$ cat src/rtl/sipo_deser.sv
// Serial-in/parallel-out deserializer: reassembles IN_W-bit valid/ready slices (MSB-first,
// framed by 'last') into OUT_W-bit words with a slice count and framing-error flag.
module sipo_deser #(
   parameter int unsigned IN_W  = 2,
   parameter int unsigned OUT_W = 8,
   localparam int unsigned RATIO = OUT_W / IN_W,
   localparam int unsigned CW    = $clog2(RATIO + 1)
) (
   input  logic             clk,
   input  logic             rst,
   input  logic [IN_W-1:0]  din_data,
   input  logic             din_valid,
   input  logic             din_last,
   output logic             din_ready,
   output logic [OUT_W-1:0] dout_data,
   output logic             dout_valid,
   input  logic             dout_ready,
   output logic [CW-1:0]    dout_beats,
   output logic             dout_err
);

   if ((OUT_W % IN_W) != 0) begin : g_bad_ratio
      $error("sipo_deser: OUT_W must be a multiple of IN_W");
   end

   logic [OUT_W-1:0] shreg;
   logic [OUT_W-1:0] merged;
   logic [CW-1:0]    cnt;
   logic             slice_acc;
   logic             last_pos;
   logic             complete;

   // A held word blocks new slices unless the sink is taking it this cycle
   assign din_ready = !dout_valid | dout_ready;
   assign slice_acc = din_valid & din_ready;
   assign last_pos  = (cnt == CW'(RATIO - 1));
   assign complete  = slice_acc & (last_pos | din_last);

   // Place the incoming slice at its word position so short words stay left-justified
   always_comb begin
      merged = shreg;
      for (int unsigned i = 0; i < RATIO; i++) begin
         if (cnt == CW'(i)) begin
            merged[OUT_W-1-i*IN_W -: IN_W] = din_data;
         end
      end
   end

   always_ff @(posedge clk) begin
      if (rst) begin
         shreg      <= '0;
         cnt        <= '0;
         dout_data  <= '0;
         dout_valid <= 1'b0;
         dout_beats <= '0;
         dout_err   <= 1'b0;
      end else begin
         if (complete) begin
            dout_data  <= merged;
            dout_beats <= cnt + CW'(1);
            dout_err   <= !(last_pos & din_last);
            dout_valid <= 1'b1;
            shreg      <= '0;
            cnt        <= '0;
         end else begin
            if (slice_acc) begin
               shreg <= merged;
               cnt   <= cnt + CW'(1);
            end
            if (dout_ready) begin
               dout_valid <= 1'b0;
            end
         end
      end
   end

endmodule
$ cat config.mk
export PLATFORM = sky130hd
export DESIGN_NAME = sipo_deser
export DESIGN_NICKNAME = d
export VERILOG_FILES = /design/src/rtl/sipo_deser.sv
export SDC_FILE = /design/constraint.sdc
export NUM_CORES = 1
export LEC_CHECK = 0
export CAP_MARGIN = 40
export CELL_PAD_IN_SITES_DETAIL_PLACEMENT = 1
export CELL_PAD_IN_SITES_GLOBAL_PLACEMENT = 2
export CORE_ASPECT_RATIO = 0.7
export CORE_MARGIN = 2
export CORE_UTILIZATION = 32
export CTS_BUF_LIST = sky130_fd_sc_hd__clkbuf_8
export DETAILED_ROUTE_END_ITERATION = 8
export PLACE_DENSITY = 0.79
export SLEW_MARGIN = 10
export SYNTH_ARGS = -nofsm -noshare
export SYNTH_HDL_FRONTEND = slang
export SYNTH_SLANG_ARGS = --single-unit
$ cat constraint.sdc
create_clock -name clk -period 2.4 [get_ports clk]
set_input_delay 0.48 -clock clk [delete_from_list [all_inputs] [get_ports clk]]
set_output_delay 0.48 -clock clk [all_outputs]
set_load 0.03 [all_outputs]
==> reports/results.tsv <==
metric	value	unit
io_pins	21	
total_leakage_power	0.4754	nW
drv_cap	0	
fmax	456.9	MHz
rsz0062_at_grt	no	
routedWlPerCell	16.82	um
die_w	72.50	um
dieArea	3766	um^2
critPathMostFrequentCell	clkdlybuf4s50_1	
worstPathCellList	clkdlybuf4s50_1 > nor2b_1 > inv_1 > clkdlybuf4s50_1	
synth_top_cell_by_area	dfxtp_1	
port_buffers	20	
dp_hpwl	1.853	mm
final_area	1364	um^2
area_delta_synth_final	29.76	%
use_met2	25.08	%
worstSetupPathType	in -> out	
route.detailed.drc	0	
hold_class	reg -> reg	
yosysSeqAreaShare	45.71	%
critPathLaunchType	input port	
grt_pass1_vias	935	
fin_hold_ws	468.0	ps
crit_fanout	2	
post-cts-setup-buffers	0	
synthesis.area	1051	um^2
worst_pin_slew	598.7	ps
clkPwrFrac	38.7	%
intPower	0.6973	mW
yosysWarnings	0	
end_kind	primary output	
required	1920	ps
grt_busiest_layer	met2	
synth_nets	117	
hold_buffers	0	
arrival	1710	ps
fin_crit_sh	91.20	%
layout_setup_ws	211.2	ps
peakVddDrop	0.2882	mV
grt_max_degree	20	
grt.total_usage	15.88	%
path_buf_inv	3	
start_util	33.39	%
power_density	680.2	nW/um^2
drive_above_1_share	9.600	%
cts_sinks	24	
use_met3	4.264	%
final_util	43.32	%
syn_avg_cell_area	10.01	um^2
gp_congestion	0.7427	
seqPwrFrac	45.7	%
detail_route.first_pass.iterations	4	
ys_ff_latch	24	
numCtsBuffers	3	
critPathSlowestCell	clkdlybuf4s50_1	
rrSetupSlack	360	ps
placed_area	1292	um^2
mostFrequentLayoutCells	dfxtp_1 (24), clkdlybuf4s50_1 (20), a31oi_1 (9), a211oi_1 (9), mux2i_1 (8)	
vias_per_cell	5.546	
timing.setup.tns	0	ps
grt_first_pass_wirelength	4.588	mm
grt_overflow	0	
worstSkewPairLatency	270	ps
die_y	51.95	um
clock_skew	11.41	ps
use_met1	21.70	%
max_stage_delay	660	ps
root_buffer	clkbuf_8	
h-tree-depth	1	
antenna_found_initial	0	
hold_viol	0	
drv_slew	0	
antenna_left	0	
antennaDiodeCount	0	
power_frac_comb	15.6	%
nNetsFinal	138	
num_rows	17	
ctsLongestPathBuffers	2	
coreArea	3148	um^2
swShare	24.84	%
yosysUniqueCellTypes	25	
synth_area_leaders	dfxtp_1 (46%), mux2i_1 (7.6%), a211oi_1 (6.4%)	
crit_family	buffers and inverters	
clk_pin_slew	90	ps
final_common_cell	dfxtp_1	
synth_top_area_share	45.71	%
setup_viol	0	
vias	904	
post-place-ws	199.0	ps
slew_headroom	60.09	%
ctsResizeCount	0	
p_switching	0.2304	mW
min_period	2189	ps
routed_wl	2.742	mm
synth_cells	105	
dr.first_iter.drc_count	30	
status	finished clean	
cts_tree	yes	
[registers in the layout, indices dropped and copies added (netlist names)]
register	cells
shreg	8
dout_valid	1
dout_beats	3
cnt	3
dout_data	8
dout_err	1
[final cells by class]
cell class	instances	area [um^2]
clock buffer	3	41.29
clock inverter	1	30.03
fill	352	1784
inverter	5	18.77
multi-input combinational	67	508.0
sequential	24	480.5
tap	38	47.55
timing repair buffer	25	237.7
[final timing paths]
| path | start | to | cells after the start |
|---|---|---|---|
| worst max-delay path | dout_ready | din_ready | 4 |
| worst min-delay path | dout_err | dout_err | 1 |
| worst max register to register | cnt[0] | shreg[5] | 5 |
| worst min register to register | dout_err | dout_err | 1 |
[power groups by stage]
stage	clock network, mW	logic, mW	registers (mW)
after CTS	0.370	0.145	0.424
after global placement	0	0.142	0.433
after global routing	0.380	0.156	0.426
after floorplan	0	0.0601	0.459
after detailed placement	0	0.144	0.433
final	0.359	0.145	0.424
[Yosys cell counts (all sizes together)]
cell     number
o21a          1
clkbuf        2
nor3          1
buf           7
nand4         4
nor2          2
o21ai         3
a21oi         7
nor2b         4
or2           1
or4           2
a211oi        9
mux2i         8
dfxtp        24
inv           5
o2bb2ai       6
nor3b         2
o31ai         2
a31oi         9
a41oi         1
ha            5
[layer usage]
metal	share of wire, %	up-vias
met3	4.2	2
met2	43	27
li1	-	433
met4	0.33	0
met5	0	-
met1	52	442
[metrics by stage]
step	std cells	power (mW)
4_1_cts	163	0.9391
2_1_floorplan	105	0.5187
6_report	163	0.9277
5_1_grt	163	0.9627
3_5_place_dp	159	0.5778
3_3_place_gp	159	0.5745
[cells by family after synthesis]
| kind of cell | Yosys count | synth area share [%] |
|---|---|---|
| AO/OA/AOI/OAI | 38 | 25.12 |
| adder cells (fa/ha/maj) | 5 | 5.952 |
| buffers and inverters | 14 | 5.951 |
| flip-flops | 24 | 45.71 |
| multiplexers | 8 | 7.619 |
| AND/OR/NAND/NOR | 16 | 9.641 |
No activity file was read; power rests on OpenSTA's default activity.
